`src/rtl/sys_array_pkg.sv`:
```
// Shared types and helpers for the systolic array front end.
// Feeder FSM encoding and lane slicing live here.
package sys_array_pkg;

   localparam int MAX_LANES = 32;

   typedef enum logic [1:0] {
      IDLE   = 2'd0,
      STREAM = 2'd1,
      DRAIN  = 2'd2
   } feeder_state_t;

   typedef logic [MAX_LANES-1:0] lane_mask_t;

   function automatic int lane_lo(input int lane, input int width);
      return lane * width;
   endfunction

endpackage

```
`src/rtl/sys_skew_line.sv`:
```
// One lane of the input skew: DEPTH stages of {valid, data}.
// The whole line holds while hold is high.
module sys_skew_line #(
   parameter int DATA_WIDTH = 8,
   parameter int DEPTH      = 1
) (
   input  logic                  clk,
   input  logic                  reset,
   input  logic                  hold,
   input  logic                  in_valid,
   input  logic [DATA_WIDTH-1:0] in_data,
   output logic                  out_valid,
   output logic [DATA_WIDTH-1:0] out_data
);

   logic [DATA_WIDTH:0] stage [DEPTH];

   // shift {valid, data} one stage per non-held cycle
   always_ff @(posedge clk or posedge reset) begin
      if (reset) begin
         for (int i = 0; i < DEPTH; i++) stage[i] <= '0;
      end else if (!hold) begin
         stage[0] <= {in_valid, in_data};
         for (int i = 1; i < DEPTH; i++) stage[i] <= stage[i-1];
      end
   end

   assign {out_valid, out_data} = stage[DEPTH-1];

endmodule

```
`src/rtl/sys_array_feeder.sv`:
```
// Diagonal-wavefront input skew for the systolic array row.
// Optional SYS_FEEDER_CNT_EN adds the vec_count output.
module sys_array_feeder
   import sys_array_pkg::*;
#(
   parameter int DATA_WIDTH = 8,
   parameter int ARRAY_H    = 4
) (
   input  logic                          clk,
   input  logic                          reset,
   input  logic                          start,
   input  logic [ARRAY_H*DATA_WIDTH-1:0] in_data,
   input  logic                          in_valid,
   input  logic                          in_last,
   output logic                          in_ready,
   input  logic                          stall,
   output logic [ARRAY_H*DATA_WIDTH-1:0] out_data,
   output logic [ARRAY_H-1:0]            out_valid,
   output logic                          busy,
`ifdef SYS_FEEDER_CNT_EN
   output logic [15:0]                   vec_count,
`endif
   output logic                          done
);

   localparam int CNT_W = $clog2(ARRAY_H);

   feeder_state_t    state;
   logic [CNT_W-1:0] drain_cnt;
   logic             accept;
   logic             finish;

   assign in_ready = (state == STREAM) && !stall;
   assign accept   = in_valid && in_ready;
   assign busy     = (state != IDLE);
   assign finish   = (state == DRAIN) && (drain_cnt == '0) && !stall;

   // transaction sequencing: idle -> stream -> drain -> idle
   always_ff @(posedge clk or posedge reset) begin
      if (reset) begin
         state     <= IDLE;
         drain_cnt <= '0;
      end else if (!stall) begin
         unique case (state)
            IDLE: begin
               if (start) state <= STREAM;
            end
            STREAM: begin
               if (accept && in_last) begin
                  state     <= DRAIN;
                  drain_cnt <= CNT_W'(ARRAY_H - 1);
               end
            end
            DRAIN: begin
               if (drain_cnt == '0) state <= IDLE;
               else drain_cnt <= drain_cnt - 1'b1;
            end
            default: state <= IDLE;
         endcase
      end
   end

   // done is a single-cycle pulse; it drops even while stalled
   always_ff @(posedge clk or posedge reset) begin
      if (reset) done <= 1'b0;
      else       done <= finish;
   end

`ifdef SYS_FEEDER_CNT_EN
   // accepted-vector count, cleared by an accepted start
   always_ff @(posedge clk or posedge reset) begin
      if (reset) begin
         vec_count <= '0;
      end else if (!stall) begin
         if (state == IDLE && start)
            vec_count <= '0;
         else if (accept && vec_count != 16'hFFFF)
            vec_count <= vec_count + 16'd1;
      end
   end
`endif

   // lane i gets i+1 stages so it trails lane 0 by i cycles
   for (genvar i = 0; i < ARRAY_H; i++) begin : g_lane
      localparam int LO = lane_lo(i, DATA_WIDTH);
      logic [DATA_WIDTH-1:0] lane_in;

      assign lane_in = accept ? in_data[LO +: DATA_WIDTH] : '0;

      sys_skew_line #(
         .DATA_WIDTH (DATA_WIDTH),
         .DEPTH      (i + 1)
      ) u_line (
         .clk       (clk),
         .reset     (reset),
         .hold      (stall),
         .in_valid  (accept),
         .in_data   (lane_in),
         .out_valid (out_valid[i]),
         .out_data  (out_data[LO +: DATA_WIDTH])
      );
   end

endmodule

```
`config.mk`:
```
export PLATFORM = sky130hd
export DESIGN_NAME = sys_array_feeder
export DESIGN_NICKNAME = d
export VERILOG_FILES = /design/src/rtl/sys_array_pkg.sv /design/src/rtl/sys_skew_line.sv /design/src/rtl/sys_array_feeder.sv
export SDC_FILE = /design/constraint.sdc
export NUM_CORES = 1
export LEC_CHECK = 0
export ABC_AREA = 1
export CORE_ASPECT_RATIO = 0.5
export CORE_MARGIN = 2
export CORE_UTILIZATION = 53
export DETAILED_ROUTE_END_ITERATION = 6
export PLACE_DENSITY = 0.86
export SKIP_LAST_GASP = 1
export SYNTH_ARGS = -nofsm -noshare
export SYNTH_HDL_FRONTEND = slang
export SYNTH_HIERARCHICAL = 1
export SYNTH_SLANG_ARGS = --single-unit
```
`constraint.sdc`:
```
create_clock -name clk -period 1.69 [get_ports clk]
set_clock_uncertainty 0.15 [all_clocks]
set_input_delay 0.338 -clock clk [delete_from_list [all_inputs] [get_ports clk]]
set_output_delay 0.338 -clock clk [all_outputs]
set_load 0.02 [all_outputs]
```
==> metrics.txt, run 1 <==
outcome finished, final reports clean; syn_nets 554; fin crit period between 1.5 and 2 ns; Worst-path clk slew about 0.060 ns; vias in the first global route 2999; IO Pins slightly below 80; largest net degree at the start of global routing slightly above 80; Vias/cell around 4.5; area of the multi-input gates between 1000 and 1500 um^2; placed insts about 670; R2R Setup Slk ~0.21 ns; Pwr per Cell Area 1120 nW/um^2; final worst slack roughly 0.034 ns; gr usage total 0.190; combinational group share of total power 0.199; Die Y about 68 um; Metal-1 WL roughly 3400 um; clk buf depth 2; Hold Slack between 0.2 and 0.25 ns; post-DP HPWL 5080 um; die extent in x between 100 and 150 um; largest family of logic cells by synthesized area simple AND/OR/NAND/NOR gates; first-pass GRT wire length roughly 13000 um; post-route ant nets 0; initial DRC count ~170; sequential-to-total area share from yosys stat 0.551; CTS Buf Count 9; mux share of post-synthesis cell area 0; Starting Density 0.543; worst-margin pin slew about 0.36 ns; Yosys cell types 19; drt drc 0; H-tree depth 3; sequential share of power 0.468; Worst Setup Start Kind flip-flop; critical path required time between 1 and 1.5 ns; Synth top area share 0.551; P&R area growth vs syn 20.2%; CP Max Fanout 6; switching part of the total power 0.304; final-stage net count between 600 and 700; CTS tree yes; total grt overflow 0; dpl ws -0.0454 ns; Placed Area ~5000 um^2; register area 2380 um^2; post-synthesis adder-cell area fraction 0.00290; wire length per cell about 11 um; Vias ~3100; fill count around 680; gate count after technology mapping 515; Clk pwr share 0.334; Slew headroom 0.760; fin. max-slew vios 0; switching power between 1.5 and 2 mW; largest area contributor in the netlist dfrtp_1; Synth Area in Compound Gates 0.00232; clock root cell clkbuf_16; post-synthesis average cell area 8.37 um^2; First-pass DRT Iterations 4; Area contributors post-synth dfrtp_1 55%, nand2_1 22%, buf_4 5.2%; synthesized cell area 4310 um^2; clk_lat worst skew ~0.34 ns; n_diodes 0; Final Hold Fails 0; initial antenna violation count 0; share of cells above drive strength 1 0.111; Setup TNS 0 ns; Port Buf Inserts 76; Worst setup EP type output port; worst vdd ir around 0.00065 V; YS warnings 6; post-synthesis register bit count 95; WL met2 3940 um; fin crit share 0.980; final non-filler cell total between 600 and 700; internal power between 4 and 5 mW; die area approximately 8900 um^2; Met3 Routed Length roughly 280 um; RSZ-0062 raised after global routing true; Final Wtd Congestion about 0.75; final instance area roughly 5200 um^2; Crit path arrival time between 1 and 1.5 ns; Total Wirelength a little under 8000 um; Simple-Gate Fraction of Synth Area 0.304; f_max 604 MHz; Final Setup Violations 0; HP Class in -> async; Core Area a little under 8000 um^2; Synth Area in XOR/XNOR 0; clock sinks 95; Row Count 23; P_leak 3.12 nW; uppermost layer routed met4; maxcap violations 0; kind of critical path reg -> out
## flip-flops by register name, summed over array words and instances (netlist names)
name and cells:
state 2, done 1, g_lane.u_line/out_data 24, g_lane.u_line/stage 63, drain_cnt 2, g_lane.u_line/out_valid 3
## through the flow
step | power (mW) | util
CTS | 5.89 | 0.654
global route | 6.12 | 0.652
floorplan | 3.58 | -
finish | 5.78 | 0.652
global placement | 3.95 | 0.623
detailed placement | 3.99 | 0.623
## path summary, 6_finish.rpt
check | start | endpoint | depth (start not counted)
min in group clk | g_lane[2].u_line/stage[14]$_DFFE_PP0N_ | g_lane[2].u_line/out_data[5]$_DFFE_PP0N_ | 2
setup reg to reg | state[1]$_DFFE_PP0P_ | g_lane[2].u_line/stage[25]$_DFFE_PP0N_ | 9
hold reg to reg | g_lane[2].u_line/stage[14]$_DFFE_PP0N_ | g_lane[2].u_line/out_data[5]$_DFFE_PP0N_ | 2
max in group asynchronous | reset | g_lane[3].u_line/out_valid$_DFFE_PP0N_ | 3
setup / recovery | state[1]$_DFFE_PP0P_ | in_ready | 4
hold / removal | reset | drain_cnt[1]$_DFFE_PP0P_ | 2
## cell usage after synthesis (all sizes together)
cell	count
inv	50
nor2	35
dfrtp	95
buf	43
nand3	3
ha	1
o21ai	2
nand4	2
nand2	283
nor4	1
## timing repair
action	4_1_cts	5_1_grt
hold buffers	0	0
setup endpoints to repair	39	2
buffers inserted	0	0
pin swaps	0	0
resized for setup	42	2
## cell usage in the layout, fill, tap and decap left out, drive strengths merged
cell             n
clkinvlp         1
nor4             1
clkinv           2
o21ai            2
nand4            2
ha               1
inv             54
nand2          283
dlygate4sd2     37
clkdlybuf4s50   36
dfrtp           95
buf             13
nand3            3
clkbuf          10
nor2            35
## kinds of logic (layout without fill, tap and decap cells)
| kind of cell | after synthesis | in the layout |
|---|---|---|
| simple gates | 324 | 324 |
| fa+ha+maj | 1 | 1 |
| flops | 95 | 95 |
| compound gates | 2 | 2 |
| buf+inv | 93 | 153 |
## critical path, stage by stage, from the launching register on
cell      delay [ns]
dfrtp_1         0.39
inv_2           0.10
nand2_2         0.08
nor2_4          0.09
clkbuf_2        0.17
## layout make-up
class                           instances  area share
Clock buffer                            9      0.0435
Sequential cell                        95       0.459
Clock inverter                          7      0.0121
Multi-Input combinational cell        327       0.257
Inverter                               50      0.0406
Tap cell                              112      0.0270
Timing Repair Buffer                   87       0.161
## power by group through the flow
stage          clock network, mW  registers (mW)  logic (mW)
3_3_place_gp                   0            2.74        1.21
4_1_cts                     2.00            2.70        1.18
2_1_floorplan                  0            2.76       0.817
3_5_place_dp                   0            2.75        1.24
6_report                    1.93            2.70        1.15
5_1_grt                     2.09            2.74        1.29
## layer usage
| metal | GRT usage | vias up |
|---|---|---|
| li1 | - | 1600 |
| met1 | 0.226 | 1450 |
| met2 | 0.339 | 67 |
| met3 | 0.0511 | 4 |
| met4 | 0.0802 | 0 |
| met5 | 0 | - |
(Power assumes the default switching activity.)
==> run 2: changes to the inputs <==
--- a/config.mk
+++ b/config.mk
@@ -11,7 +11,7 @@
 export CORE_UTILIZATION = 53
 export DETAILED_ROUTE_END_ITERATION = 6
 export PLACE_DENSITY = 0.86
-export SKIP_LAST_GASP = 1
+export REMOVE_ABC_BUFFERS = 1
 export SYNTH_ARGS = -nofsm -noshare
 export SYNTH_HDL_FRONTEND = slang
 export SYNTH_HIERARCHICAL = 1
==> metrics.txt, run 2 (same netlist as run 1, synthesis figures left out) <==
outcome finished, final reports clean; drt drc 0; most frequent cells in the layout 256 x nand2_1, 95 x dfrtp_1, 45 x inv_1; first-pass GRT wire length roughly 14000 um; Worst setup EP type output port; critical path required time between 1 and 1.5 ns; Setup TNS 0 ns; H-tree depth 3; final worst slack between 0.04 and 0.05 ns; Port Buf Inserts between 70 and 80; Crit-path slowest cell dfrtp_1; Vias/cell between 4 and 5; WL met2 4300 um; clock sinks 95; fill count between 600 and 700; worst-path cell chain inv_2 > nand2_2 > nor2_4 > buf_4; fin util 0.652; Crit path arrival time 1.16 ns; n_diodes 0; Starting Density 0.543; First-pass DRT Iterations 4; worst vdd ir 0.000591 V; Core Area around 7900 um^2; Reg with most FFs g_lane.u_line/stage; initial antenna violation count 0; Largest register FFs 63; Worst-path clk slew 0.06 ns; initial DRC count approximately 250; R2R Setup Slk 0.20 ns; HP Class in -> async; CTS tree yes; Met3 Routed Length roughly 200 um; Pwr per Cell Area ~1100 nW/um^2; Final Setup Violations 0; dpl ws -0.0500 ns; Final Hold Fails 0; P&R area growth vs syn 20.1%; wire length per cell approximately 12 um; f_max 607 MHz; Die Y a little under 70 um; delay-heaviest family, CP flip-flops; post-DP HPWL just over 5000 um; fin crit period around 1.6 ns; Hold Buf Count CTS 0; commonest non-fill, non-tap cell in the layout nand2_1; CP peak stage delay ~0.39 ns; CP Max Fanout 6; clk buf depth 2; gr usage total 0.201; Total Wirelength approximately 8000 um; Worst Setup Start Kind flip-flop; Final Wtd Congestion roughly 0.73; Hold Slack approximately 0.24 ns; vias in the first global route roughly 3100; die area a little under 9000 um^2; fin. max-slew vios 0; Metal-1 WL between 3000 and 4000 um; Slew headroom 0.703; Crit path buffers/inverters 2; worst-margin pin slew 0.446 ns; clock root cell clkbuf_16; uppermost layer routed met4; total power between 5 and 6 mW; clk_lat worst skew 0.34 ns; P_leak around 3.1 nW; maxcap violations 0; Vias slightly above 3000; largest net degree at the start of global routing 97; share of cells above drive strength 1 0.106; CTS Buf Count 9; IO Pins 77; final-stage net count about 610; post-route ant nets 0; Row Count 23; kind of critical path reg -> out; total grt overflow 0; die extent in x about 130 um; fin crit share 0.975
## run 2: cell types whose count changed in the layout (fill, tap and decap cells not counted), sizes merged
cell      previous run  this run
clkinv               2         4
inv                 54        50
bufinv               0         1
clkinvlp             1         0
## run 2: final timing paths
path                                                               start                                       end  cells after the start
worst max-delay path                                state[1]$_DFFE_PP0P_                                  in_ready                      4
worst min-delay path                                               reset                  drain_cnt[1]$_DFFE_PP0P_                      2
worst max register to register                      state[1]$_DFFE_PP0P_    g_lane[1].u_line/stage[14]$_DFFE_PP0N_                      9
worst min register to register  g_lane[3].u_line/out_data[1]$_DFFE_PP0N_  g_lane[3].u_line/out_data[1]$_DFFE_PP0N_                      2
max in group asynchronous                                          reset  g_lane[3].u_line/out_data[2]$_DFFE_PP0N_                      3
min in group clk                g_lane[3].u_line/out_data[1]$_DFFE_PP0N_  g_lane[3].u_line/out_data[1]$_DFFE_PP0N_                      2
## run 2: cell type report
type	count	area [um^2]	share of cell area
flip-flops and latches	95	2380	0.459
multi-input cells	327	1330	0.257
repair buffers	86	842	0.163
clock buffers	10	229	0.0442
inverters	50	210	0.0406
well taps	112	140	0.0270
clock inverters	5	50.0	0.00966
## run 2: where the power goes
| group | total (mW) | internal, mW | switching [mW] |
|---|---|---|---|
| sequential | 2.72 | 2.55 | 0.170 |
| clock | 1.91 | 1.13 | 0.787 |
| combinational | 1.20 | 0.486 | 0.716 |
| total | 5.83 | 4.16 | 1.67 |
## run 2: routing by layer
layer  vias to the layer above  GRT usage
met1                      1455      0.235
met4                         0     0.0652
met5                         -          0
met2                        35      0.374
li1                       1590          -
met3                        10     0.0503
## run 2: metrics by stage
step / cells / cell area [um^2]
floorplan: 472 / 3920
global placement: 668 / 4940
detailed placement: 668 / 4940
CTS: 683 / 5170
global route: 685 / 5180
finish: 685 / 5180
## run 2: repair_timing
action,in CTS,in global routing
pin swaps,0,0
setup buffers,0,2
endpoints found under the setup margin,39,2
gates resized for setup,44,2
==> run 3: changes to the inputs <==
--- a/config.mk
+++ b/config.mk
@@ -6,13 +6,14 @@
 export NUM_CORES = 1
 export LEC_CHECK = 0
 export ABC_AREA = 1
+export ABC_CLOCK_PERIOD_IN_PS = 1690
 export CORE_ASPECT_RATIO = 0.5
 export CORE_MARGIN = 2
-export CORE_UTILIZATION = 53
+export CORE_UTILIZATION = 52
 export DETAILED_ROUTE_END_ITERATION = 6
 export PLACE_DENSITY = 0.86
 export REMOVE_ABC_BUFFERS = 1
+export SLEW_MARGIN = 10
 export SYNTH_ARGS = -nofsm -noshare
 export SYNTH_HDL_FRONTEND = slang
-export SYNTH_HIERARCHICAL = 1
 export SYNTH_SLANG_ARGS = --single-unit
==> metrics.txt, run 3 <==
outcome finished, final reports clean; most frequent cells in the layout 131 x nand2_1, 88 x dfrtp_1, 37 x dlygate4sd2_1; dpl ws -0.0199 ns; Die Y 65.7 um; IO Pins 77; Final Wtd Congestion 0.744; kind of critical path reg -> out; Slew headroom 0.675; fin crit period around 1.6 ns; clock root cell clkbuf_16; Worst Setup Start Kind flip-flop; fin. max-slew vios 0; post-route ant nets 0; Synth top cells by count 131 x nand2_1, 89 x dfrtp_1, 33 x inv_1; RSZ-0062 raised after global routing false; largest area contributor in the netlist dfrtp_1; Worst setup EP type output port; worst setup path startpoint state[1]$_DFFE_PP0P_; drt drc 0; Yosys cell types 22; Reg-to-Reg Start state[1]$_DFFE_PP0P_; Area contributors post-synth dfrtp_1 56%, nand2_1 12%, buf_4 5.7%; post-DP HPWL 4920 um; switching part of the total power 0.302; fin crit share 0.958; number of synthesized flops with an enable pin 0; Worst-path clk slew 0.06 ns; critical path required time 1.20 ns; Placed Area roughly 4600 um^2; Reg with most FFs g_lane.u_line.stage; reg2reg end g_lane[3].u_line.stage[31]$_DFFE_PP0N_; sequential share of power 0.422; Vias/cell a little under 5; combinational group share of total power 0.241; largest net degree at the start of global routing 45; first-pass GRT wire length 13400 um; final-stage net count 495; Final Hold Fails 0; CP peak stage delay approximately 0.4 ns; YS warnings 0; initial antenna violation count 0; post-synthesis average cell area 9.76 um^2; R2R Setup Slk 0.12 ns; Total Wirelength 7860 um; share of synthesized flip-flops with an asynchronous set or reset 1.00; clk buf depth 2; Core Area around 7300 um^2; share of cells above drive strength 1 0.180; die extent in x about 130 um; Largest register FFs 57; Starting Density 0.538; final worst slack 0.0718 ns; post-synthesis register bit count around 90; P_leak 2.50 nW; vias in the first global route 2778; commonest non-fill, non-tap cell in the layout nand2_1; sequential-to-total area share from yosys stat 0.563; internal power between 4 and 5 mW; Synth top area share 0.563; Port Buf Inserts 76; final instance area roughly 4900 um^2; clk_lat worst skew 0.34 ns; H-tree depth 3; die area 8360 um^2; critical path endpoint in_ready; CTS Buf Count 9; Vias ~2700; Final Setup Violations 0; gr usage total 0.212; gate count after technology mapping ~410; Row Count 22; R2R cell count 6; Crit-path slowest cell dfrtp_1; total grt overflow 0; Crit path arrival time around 1.1 ns; CTS tree yes; synthesized cell area 3950 um^2; Pwr per Cell Area 1310 nW/um^2; top_reg_cell synth dfrtp_1; Clk pwr share 0.337; f_max slightly above 600 MHz; wire length per cell 14.1 um; initial DRC count roughly 200; clock sinks 89; worst vdd ir between 0.0005 and 0.0006 V; HP Class in -> async; worst-margin pin slew approximately 0.49 ns; P&R area growth vs syn 23.5%; count leader, synth nand2_1; switching power around 1.9 mW; CP Max Fanout 3; n_diodes 0; First-pass DRT Iterations 4; maxcap violations 0; worst-path cell chain inv_2 > nand2_4 > nor2_8 > buf_4
==> run 3: per-layer routing <==
| metal | vias to the layer above | part of all wire | track usage | wire length [um] |
|---|---|---|---|---|
| met1 | 1342 | 0.44 | 0.264 | 3490 |
| met2 | 51 | 0.51 | 0.355 | 3980 |
| met3 | 12 | 0.031 | 0.0554 | 247 |
| met5 | - | 0 | 0 | 0 |
| met4 | 0 | 0.018 | 0.0907 | 140 |
| li1 | 1343 | - | - | - |
==> run 3: worst max-delay path, delay by kind of cell, from the launching register on <==
kind / cells / cell delay, ns
buffers and inverters: 2 / 0.23
flip-flops: 1 / 0.41
AND/OR/NAND/NOR: 2 / 0.15
==> run 3: metrics by stage <==
stage / instances / util / power, mW / TNS [ns] / hold WS, ns
finish: 557 / 0.664 / 6.42 / 0 / 0.130
floorplan: 354 / - / 3.59 / -98.34 / 0.258
CTS: 556 / 0.663 / 6.45 / 0 / 0.130
detailed placement: 540 / 0.625 / 4.39 / -0.0199 / 0.301
global route: 557 / 0.664 / 6.77 / 0 / 0.139
global placement: 540 / 0.625 / 4.33 / -0.00350 / 0.299
==> run 3: worst min path at each step <==
| stage | to | depth (start not counted) | startpoint | slack, ns |
|---|---|---|---|---|
| after floorplan | done$_DFF_PP0_ | 1 | stall | 0.26 |
| after global placement | g_lane[3].u_line.out_data[4]$_DFFE_PP0N_ | 2 | g_lane[3].u_line.stage[13]$_DFFE_PP0N_ | 0.30 |
| after detailed placement | g_lane[3].u_line.stage[13]$_DFFE_PP0N_ | 2 | g_lane[3].u_line.stage[22]$_DFFE_PP0N_ | 0.30 |
| after CTS | drain_cnt[1]$_DFFE_PP0P_ | 2 | reset | 0.13 |
| after global routing | g_lane[0].u_line.stage[7]$_DFFE_PP0N_ | 2 | reset | 0.14 |
| final | g_lane[0].u_line.stage[7]$_DFFE_PP0N_ | 2 | reset | 0.13 |
==> run 3: cells by family (layout without fill, tap and decap cells) <==
family,Yosys count,in the layout,share of synthesized area
simple gates,178,178,0.214
flops,89,89,0.563
buf+inv,86,142,0.135
compound gates,51,51,0.0845
fa+ha+maj,1,1,0.00317
==> run 3: power by group through the flow <==
stage | clock network [mW] | registers [mW] | logic, mW
after floorplan | 0 | 2.90 | 0.698
after global placement | 0 | 2.72 | 1.60
after detailed placement | 0 | 2.74 | 1.65
after CTS | 2.20 | 2.71 | 1.55
after global routing | 2.30 | 2.75 | 1.72
final | 2.16 | 2.71 | 1.54
==> run 3: area by class of cell <==
cell class,instances,area [um^2]
Multi-Input combinational cell,230,1200
Sequential cell,89,2230
Clock buffer,11,253
Tap cell,96,120
Clock inverter,5,77.6
Inverter,35,133
Timing Repair Buffer,91,872
Fill cell,577,2470
==> run 3: timing repair <==
action | CTS | global route
cloned | 0 | 0
hold buffers | 0 | 0
buffers inserted | 0 | 1
resized for setup | 47 | 1
pin swaps | 0 | 0
endpoints found under the setup margin | 39 | 1
